## src/rtl/ten_gig_tx_frame_shaper_if.sv

```systemverilog
// rtl/ten_gig_tx_frame_shaper_if.sv - 64-bit AXI-Stream bundle used on both sides of the frame shaper
interface ten_gig_tx_frame_shaper_if;
    logic        tvalid;
    logic        tready;
    logic [63:0] tdata;
    logic [7:0]  tkeep;
    logic        tlast;
    logic        tuser;

    modport master (output tvalid, tdata, tkeep, tlast, tuser, input tready);
    modport slave  (input tvalid, tdata, tkeep, tlast, tuser, output tready);
endinterface

```

## src/rtl/ten_gig_tx_frame_shaper.sv

```systemverilog
// rtl/ten_gig_tx_frame_shaper.sv - pads short frames, clips long frames and drops their tail ahead of a 10G MAC TX port
module ten_gig_tx_frame_shaper #(
    parameter int P_MIN_LENGTH = 60,
    parameter int P_MAX_LENGTH = 9600
) (
    input  logic                               i_clk,
    input  logic                               i_rst_n,
    ten_gig_tx_frame_shaper_if.slave           s_axis,
    ten_gig_tx_frame_shaper_if.master          m_axis,
    output logic [31:0]                        o_frame_cnt,
    output logic [31:0]                        o_pad_cnt,
    output logic [31:0]                        o_trunc_cnt
);
    typedef enum logic [1:0] {ST_DATA, ST_PAD, ST_DROP} state_t;

    localparam logic [15:0] MIN_L = 16'(P_MIN_LENGTH);
    localparam logic [15:0] MAX_L = 16'(P_MAX_LENGTH);

    function automatic logic [7:0] lsb_ones(input logic [15:0] k);
        if (k >= 16'd8) return 8'hFF;
        return 8'((9'd1 << k[2:0]) - 9'd1);
    endfunction

    function automatic logic [3:0] popcount(input logic [7:0] v);
        logic [3:0] c;
        c = '0;
        for (int i = 0; i < 8; i++) c = c + {3'd0, v[i]};
        return c;
    endfunction

    function automatic logic [63:0] byte_mask(input logic [7:0] keep);
        logic [63:0] m;
        for (int i = 0; i < 8; i++) m[8*i +: 8] = {8{keep[i]}};
        return m;
    endfunction

    state_t      state_q, state_d;
    logic [14:0] cnt_q, cnt_d;
    logic        err_q, err_d;
    logic        rdy_en_q;
    logic        m_valid_q, m_valid_d;
    logic [63:0] m_data_q, m_data_d;
    logic [7:0]  m_keep_q, m_keep_d;
    logic        m_last_q, m_last_d;
    logic        m_user_q, m_user_d;
    logic        m_pad_q, m_pad_d;
    logic        m_trunc_q, m_trunc_d;
    logic [31:0] frame_cnt_q, pad_cnt_q, trunc_cnt_q;

    logic        out_free, s_ready, s_fire, beat_err, m_fire;
    logic [15:0] sum, cnt8;

    always_comb begin
        out_free = !m_valid_q || m_axis.tready;
        s_ready  = rdy_en_q && (((state_q == ST_DATA) && out_free) || (state_q == ST_DROP));
        s_fire   = s_axis.tvalid && s_ready;
        m_fire   = m_valid_q && m_axis.tready;
        sum      = {1'b0, cnt_q} + {12'd0, popcount(s_axis.tkeep)};
        cnt8     = {1'b0, cnt_q} + 16'd8;
        beat_err = err_q | s_axis.tuser;

        state_d   = state_q;
        cnt_d     = cnt_q;
        err_d     = err_q;
        m_valid_d = m_valid_q && !m_axis.tready;
        m_data_d  = m_data_q;
        m_keep_d  = m_keep_q;
        m_last_d  = m_last_q;
        m_user_d  = m_user_q;
        m_pad_d   = m_pad_q;
        m_trunc_d = m_trunc_q;

        case (state_q)
            ST_DATA: begin
                if (s_fire) begin
                    m_valid_d = 1'b1;
                    m_data_d  = s_axis.tdata;
                    m_keep_d  = s_axis.tkeep;
                    m_last_d  = 1'b0;
                    m_user_d  = 1'b0;
                    m_pad_d   = 1'b0;
                    m_trunc_d = 1'b0;
                    // A non-last beat that reaches the limit guarantees the frame overruns it.
                    if ((sum > MAX_L) || (!s_axis.tlast && (sum >= MAX_L))) begin
                        m_keep_d  = lsb_ones(MAX_L - {1'b0, cnt_q});
                        m_last_d  = 1'b1;
                        m_user_d  = 1'b1;
                        m_trunc_d = 1'b1;
                        cnt_d     = '0;
                        err_d     = 1'b0;
                        if (!s_axis.tlast) state_d = ST_DROP;
                    end else if (!s_axis.tlast) begin
                        cnt_d = cnt_q + 15'd8;
                        err_d = beat_err;
                    end else if (sum >= MIN_L) begin
                        m_last_d = 1'b1;
                        m_user_d = beat_err;
                        cnt_d    = '0;
                        err_d    = 1'b0;
                    end else begin
                        m_data_d = s_axis.tdata & byte_mask(s_axis.tkeep);
                        if (cnt8 >= MIN_L) begin
                            m_keep_d = lsb_ones(MIN_L - {1'b0, cnt_q});
                            m_last_d = 1'b1;
                            m_user_d = beat_err;
                            m_pad_d  = 1'b1;
                            cnt_d    = '0;
                            err_d    = 1'b0;
                        end else begin
                            m_keep_d = 8'hFF;
                            cnt_d    = cnt_q + 15'd8;
                            err_d    = beat_err;
                            state_d  = ST_PAD;
                        end
                    end
                end
            end
            ST_PAD: begin
                if (out_free) begin
                    m_valid_d = 1'b1;
                    m_data_d  = '0;
                    m_keep_d  = 8'hFF;
                    m_last_d  = 1'b0;
                    m_user_d  = 1'b0;
                    m_pad_d   = 1'b0;
                    m_trunc_d = 1'b0;
                    cnt_d     = cnt_q + 15'd8;
                    if (cnt8 >= MIN_L) begin
                        m_keep_d = lsb_ones(MIN_L - {1'b0, cnt_q});
                        m_last_d = 1'b1;
                        m_user_d = err_q;
                        m_pad_d  = 1'b1;
                        cnt_d    = '0;
                        err_d    = 1'b0;
                        state_d  = ST_DATA;
                    end
                end
            end
            ST_DROP: begin
                if (s_fire && s_axis.tlast) state_d = ST_DATA;
            end
            default: state_d = ST_DATA;
        endcase
    end

    always_ff @(posedge i_clk or negedge i_rst_n) begin
        if (!i_rst_n) begin
            state_q     <= ST_DATA;
            cnt_q       <= '0;
            err_q       <= 1'b0;
            rdy_en_q    <= 1'b0;
            m_valid_q   <= 1'b0;
            m_data_q    <= '0;
            m_keep_q    <= '0;
            m_last_q    <= 1'b0;
            m_user_q    <= 1'b0;
            m_pad_q     <= 1'b0;
            m_trunc_q   <= 1'b0;
            frame_cnt_q <= '0;
            pad_cnt_q   <= '0;
            trunc_cnt_q <= '0;
        end else begin
            state_q   <= state_d;
            cnt_q     <= cnt_d;
            err_q     <= err_d;
            rdy_en_q  <= 1'b1;
            m_valid_q <= m_valid_d;
            m_data_q  <= m_data_d;
            m_keep_q  <= m_keep_d;
            m_last_q  <= m_last_d;
            m_user_q  <= m_user_d;
            m_pad_q   <= m_pad_d;
            m_trunc_q <= m_trunc_d;
            if (m_fire && m_last_q) begin
                frame_cnt_q <= frame_cnt_q + 32'd1;
                if (m_pad_q)   pad_cnt_q   <= pad_cnt_q + 32'd1;
                if (m_trunc_q) trunc_cnt_q <= trunc_cnt_q + 32'd1;
            end
        end
    end

    assign s_axis.tready = s_ready;
    assign m_axis.tvalid = m_valid_q;
    assign m_axis.tdata  = m_data_q;
    assign m_axis.tkeep  = m_keep_q;
    assign m_axis.tlast  = m_last_q;
    assign m_axis.tuser  = m_user_q;
    assign o_frame_cnt   = frame_cnt_q;
    assign o_pad_cnt     = pad_cnt_q;
    assign o_trunc_cnt   = trunc_cnt_q;
endmodule

```

## src/flat_wrapper.sv

```systemverilog
// flat-port wrapper written by rule: the top's interface ports become plain ports
module ten_gig_tx_frame_shaper_flat 
#(
    parameter int P_MIN_LENGTH = 60,
    parameter int P_MAX_LENGTH = 9600
)
  (i_clk, i_rst_n, o_frame_cnt, o_pad_cnt, o_trunc_cnt, s_axis_tvalid, s_axis_tdata, s_axis_tkeep, s_axis_tlast, s_axis_tuser, s_axis_tready, m_axis_tvalid, m_axis_tdata, m_axis_tkeep, m_axis_tlast, m_axis_tuser, m_axis_tready);
  ten_gig_tx_frame_shaper_if s_axis_i ();
  ten_gig_tx_frame_shaper_if m_axis_i ();
  input  logic i_clk;
  input  logic i_rst_n;
  output logic [31:0] o_frame_cnt;
  output logic [31:0] o_pad_cnt;
  output logic [31:0] o_trunc_cnt;
  input wire logic [$bits(s_axis_i.tvalid)-1:0] s_axis_tvalid;
  input wire logic [$bits(s_axis_i.tdata)-1:0] s_axis_tdata;
  input wire logic [$bits(s_axis_i.tkeep)-1:0] s_axis_tkeep;
  input wire logic [$bits(s_axis_i.tlast)-1:0] s_axis_tlast;
  input wire logic [$bits(s_axis_i.tuser)-1:0] s_axis_tuser;
  output wire logic [$bits(s_axis_i.tready)-1:0] s_axis_tready;
  output wire logic [$bits(m_axis_i.tvalid)-1:0] m_axis_tvalid;
  output wire logic [$bits(m_axis_i.tdata)-1:0] m_axis_tdata;
  output wire logic [$bits(m_axis_i.tkeep)-1:0] m_axis_tkeep;
  output wire logic [$bits(m_axis_i.tlast)-1:0] m_axis_tlast;
  output wire logic [$bits(m_axis_i.tuser)-1:0] m_axis_tuser;
  input wire logic [$bits(m_axis_i.tready)-1:0] m_axis_tready;
  assign s_axis_i.tvalid = s_axis_tvalid;
  assign s_axis_i.tdata = s_axis_tdata;
  assign s_axis_i.tkeep = s_axis_tkeep;
  assign s_axis_i.tlast = s_axis_tlast;
  assign s_axis_i.tuser = s_axis_tuser;
  assign s_axis_tready = s_axis_i.tready;
  assign m_axis_tvalid = m_axis_i.tvalid;
  assign m_axis_tdata = m_axis_i.tdata;
  assign m_axis_tkeep = m_axis_i.tkeep;
  assign m_axis_tlast = m_axis_i.tlast;
  assign m_axis_tuser = m_axis_i.tuser;
  assign m_axis_i.tready = m_axis_tready;
  ten_gig_tx_frame_shaper #(.P_MIN_LENGTH(P_MIN_LENGTH), .P_MAX_LENGTH(P_MAX_LENGTH)) u_core (.i_clk(i_clk), .i_rst_n(i_rst_n), .s_axis(s_axis_i), .m_axis(m_axis_i), .o_frame_cnt(o_frame_cnt), .o_pad_cnt(o_pad_cnt), .o_trunc_cnt(o_trunc_cnt));
endmodule
```

## config.mk

```make
export PLATFORM = sky130hd
export DESIGN_NAME = ten_gig_tx_frame_shaper_flat
export DESIGN_NICKNAME = d
export VERILOG_FILES = /design/src/rtl/ten_gig_tx_frame_shaper_if.sv /design/src/rtl/ten_gig_tx_frame_shaper.sv /design/src/flat_wrapper.sv
export SDC_FILE = /design/constraint.sdc
export NUM_CORES = 1
export LEC_CHECK = 0
export ABC_CLOCK_PERIOD_IN_PS = 4600
export CAP_MARGIN = 10
export CORE_MARGIN = 1
export CORE_UTILIZATION = 49
export CTS_CLUSTER_DIAMETER = 120
export DETAILED_ROUTE_END_ITERATION = 16
export GPL_TIMING_DRIVEN = 0
export MAX_ROUTING_LAYER = met4
export PLACE_DENSITY = 0.83
export SYNTH_ARGS = -nofsm -noshare
export SYNTH_HDL_FRONTEND = slang
export SYNTH_SLANG_ARGS = --single-unit
```

## constraint.sdc

```tcl
create_clock -name i_clk -period 4.6 [get_ports i_clk]
set_clock_uncertainty 0.2 [all_clocks]
set_input_delay 0.46 -clock i_clk [delete_from_list [all_inputs] [get_ports i_clk]]
set_output_delay 0.46 -clock i_clk [all_outputs]
set_load 0.005 [all_outputs]
```

==> results.tsv <==
metric	value	unit
finish.instance_area	0.0136	sq mm
die_h	142	microns
rsz0062_at_grt	true	
clk_latency	440	ps
worst_pin_slew	1050	ps
core-area	0.0189	sq mm
dpl.cell_count	1419	
num_rows	50	
io_buffers	249	
instances_no_fill	1471	
switching_share	31.8	%
slew_violations	0	
cts-htree-levels	4	
synth_top_area_cell	dfrtp_1	
fmax	203	MHz
ioPinCount	250	
power_density	449	mW/mm^2
netlist_instances	909	
hold_violations	0	
fillers	1341	
clkPwrFrac	25.9	%
cp.arrival	5020	ps
overflow	0	
cts_tree	done	
slew_headroom	29.5	%
max-vdd-ir-drop	0.318	mV
first_iter_violations	518	
power_frac_seq	38.5	%
cts_buffers	17	
cts.sinks	192	
setup_tns	-23140	ps
critical_path_class	input pin to flip-flop	
drc	0	
first_pass_iters	7	
dp_hpwl	19.2	mm
cp-start-kind	input pin	
grt_pass1_wl	43.1	mm
ys_types	75	
yosysTopAreaCellShare	50.3	%
routabilityCongestion	0.960	
cp.required	4680	ps
vias_per_cell	5.67	
period_minus_slack	4930	ps
grt_pass1_vias	8239	
synth.avg_cell_area	10.5	sq um
synth_top_flop_cell	dfrtp_1	
vias	8344	
place_area	0.0125	sq mm
internal_power	0.00417	W
synth_common_cells	dfrtp_1, xnor2_1, nor2_1, a22o_1, nand2_1	
pwr-share-comb	35.6	%
ant_nets	0	
setup_viol	93	
grt.total_usage	28.4	%
antenna_found_initial	0	
syn_area	0.00956	sq mm
syn_nets	1008	
routed_wl	27.2	mm
cap_violations	0	
areaGrowthSynthToFinish	42.5	%
ys_seq_elements	192	
initial_utilization	50.6	%
ys_seq_area_share	50.3	%
timing.final.crit_share	107	%
route.detailed.wl_per_inst	18.5	microns
yosysWarnings	0	
yosysMostFrequentCell	dfrtp_1	
die_x	142	microns
yosys-top-cells-area	dfrtp_1, xnor2_1, a22o_1	
antenna_cells	0	
hold_slack	270	ps
cts_root_buffer	clkbuf_16	
hold_path.class	flip-flop to flip-flop	
synthArstFlopShare	100	%
grt_max_degree	99	
p_sw	0.00194	W
leakage	5.79	nW
nets	1297	
cp_max_fo	7	
outcome	complete, but fails checks	
violations	setup timing	
die-area	0.0201	sq mm
synth-edff-count	0	
cts_buffer_depth	2	
layout-drive-gt1-share	12.0	%
worst_slack	-333	ps
clk_pin_slew	70	ps
critPathCaptureType	flip-flop	
==> worst max-delay path, cell delays in order <==
cell and delay, ps:
buf_8 100, ha_4 250, inv_2 30, fa_1 490, fa_1 430, fa_2 380
fa_2 580, inv_2 50, ha_4 270, nand3_2 110, and3_4 200, o2111a_2 290
a2111oi_4 430, nand4_4 270, buf_6 220, and2_0 160, mux2i_1 130, o221ai_1 140
==> layer usage <==
metal / vias to the layer above / share of wire (%) / track usage [%] / wire [microns]
met4: 0 / 2.4 / 9.28 / 648
met2: 393 / 49 / 45.9 / 13200
met5: - / 0 / - / 0
met3: 65 / 7.6 / 5.50 / 2060
li1: 3832 / - / - / -
met1: 4054 / 41 / 36.1 / 11200
==> layout by cell type, fill, tap and decap left out, types with 7 or more instances in the layout <==
master / count
inv_1: 28
xor2_1: 33
nor2_1: 65
ha_1: 11
nor3_1: 12
nand3_1: 45
xnor2_1: 80
clkbuf_16: 17
buf_6: 9
clkdlybuf4s50_1: 244
buf_2: 7
and3_1: 22
clkbuf_1: 30
a22o_1: 65
nand2_1: 62
nand4_1: 28
o21ai_0: 20
nand2b_1: 8
nor2_2: 15
buf_4: 10
a21oi_1: 14
mux2i_1: 10
and2_1: 8
and4_1: 13
dfrtp_1: 192
==> layout make-up <==
cell class / count / area [sq um] / share of cell area (%)
clock inverter: 13 / 195 / 1.43
timing repair buffer: 270 / 2750 / 20.2
multi-input combinational: 645 / 4800 / 35.2
tap: 260 / 325 / 2.39
sequential: 192 / 4800 / 35.3
inverter: 31 / 116 / 0.854
buffer: 41 / 193 / 1.41
clock buffer: 19 / 443 / 3.25
==> power by group through the flow <==
stage	sequential (W)	clock, W	combinational, W
floorplan	0.00234	0	0.000889
global placement	0.00236	0	0.00197
detailed placement	0.00236	0	0.00202
CTS	0.00235	0.00160	0.00212
global route	0.00240	0.00167	0.00233
finish	0.00235	0.00159	0.00218
==> path summary, 6_finish.rpt <==
check / from / to / slack, ps / cells past startpoint
worst min-delay path: u_core.o_frame_cnt[31] / u_core.o_frame_cnt[31] / 270 / 1
max in group asynchronous: i_rst_n / u_core.m_axis.tkeep[3] / 2890 / 3
worst max-delay path: s_axis_tkeep[0] / u_core.m_axis.tkeep[6] / -330 / 18
worst min register to register: u_core.o_frame_cnt[31] / u_core.o_frame_cnt[31] / 270 / 1
min in group asynchronous: i_rst_n / u_core.o_pad_cnt[18] / 390 / 2
worst max register to register: u_core.cnt_q[1] / u_core.cnt_q[8] / 750 / 12
==> sequential cells by signal, summed over array words and instances (netlist names) <==
name                  count
u_core.m_pad_q            1
u_core.m_axis.tvalid      1
u_core.m_axis.tuser       1
u_core.rdy_en_q           1
u_core.o_frame_cnt       32
u_core.m_axis.tkeep       8
u_core.cnt_q             15
u_core.m_axis.tdata      64
u_core.o_pad_cnt         32
u_core.o_trunc_cnt       32
u_core.m_trunc_q          1
u_core.err_q              1
u_core.state_q            2
u_core.m_axis.tlast       1
==> kinds of logic after synthesis <==
kind of cell | Yosys count | share of synthesized area, %
other | 1 | 0.0392
muxes | 15 | 1.64
buffers and inverters | 72 | 3.09
xor gates and xnor gates | 115 | 10.5
adders and majority gates | 21 | 3.14
DFF | 192 | 50.3
AOI/OAI and AO/OA | 171 | 14.0
and+or+nand+nor | 322 | 17.4
==> stage by stage <==
stage                     util (%)  setup WS, ps  power [W]
after floorplan                  -          -522    0.00323
final                         72.1          -333    0.00611
after CTS                     71.7          -282    0.00607
after global routing          72.1          -472    0.00639
after global placement        66.1         -4910    0.00433
after detailed placement      66.3         -1590    0.00438
==> repair_timing <==
| action | CTS | global route |
|---|---|---|
| resized for setup | 60 | 19 |
| endpoints found under the hold margin | 94 | 0 |
| endpoints found under the setup margin | 94 | 94 |
| pin swaps | 29 | 15 |
| gates cloned | 2 | 0 |
| setup buffers | 16 | 1 |
| hold buffers | 1 | 0 |
No activity file was read; power rests on OpenSTA's default activity.
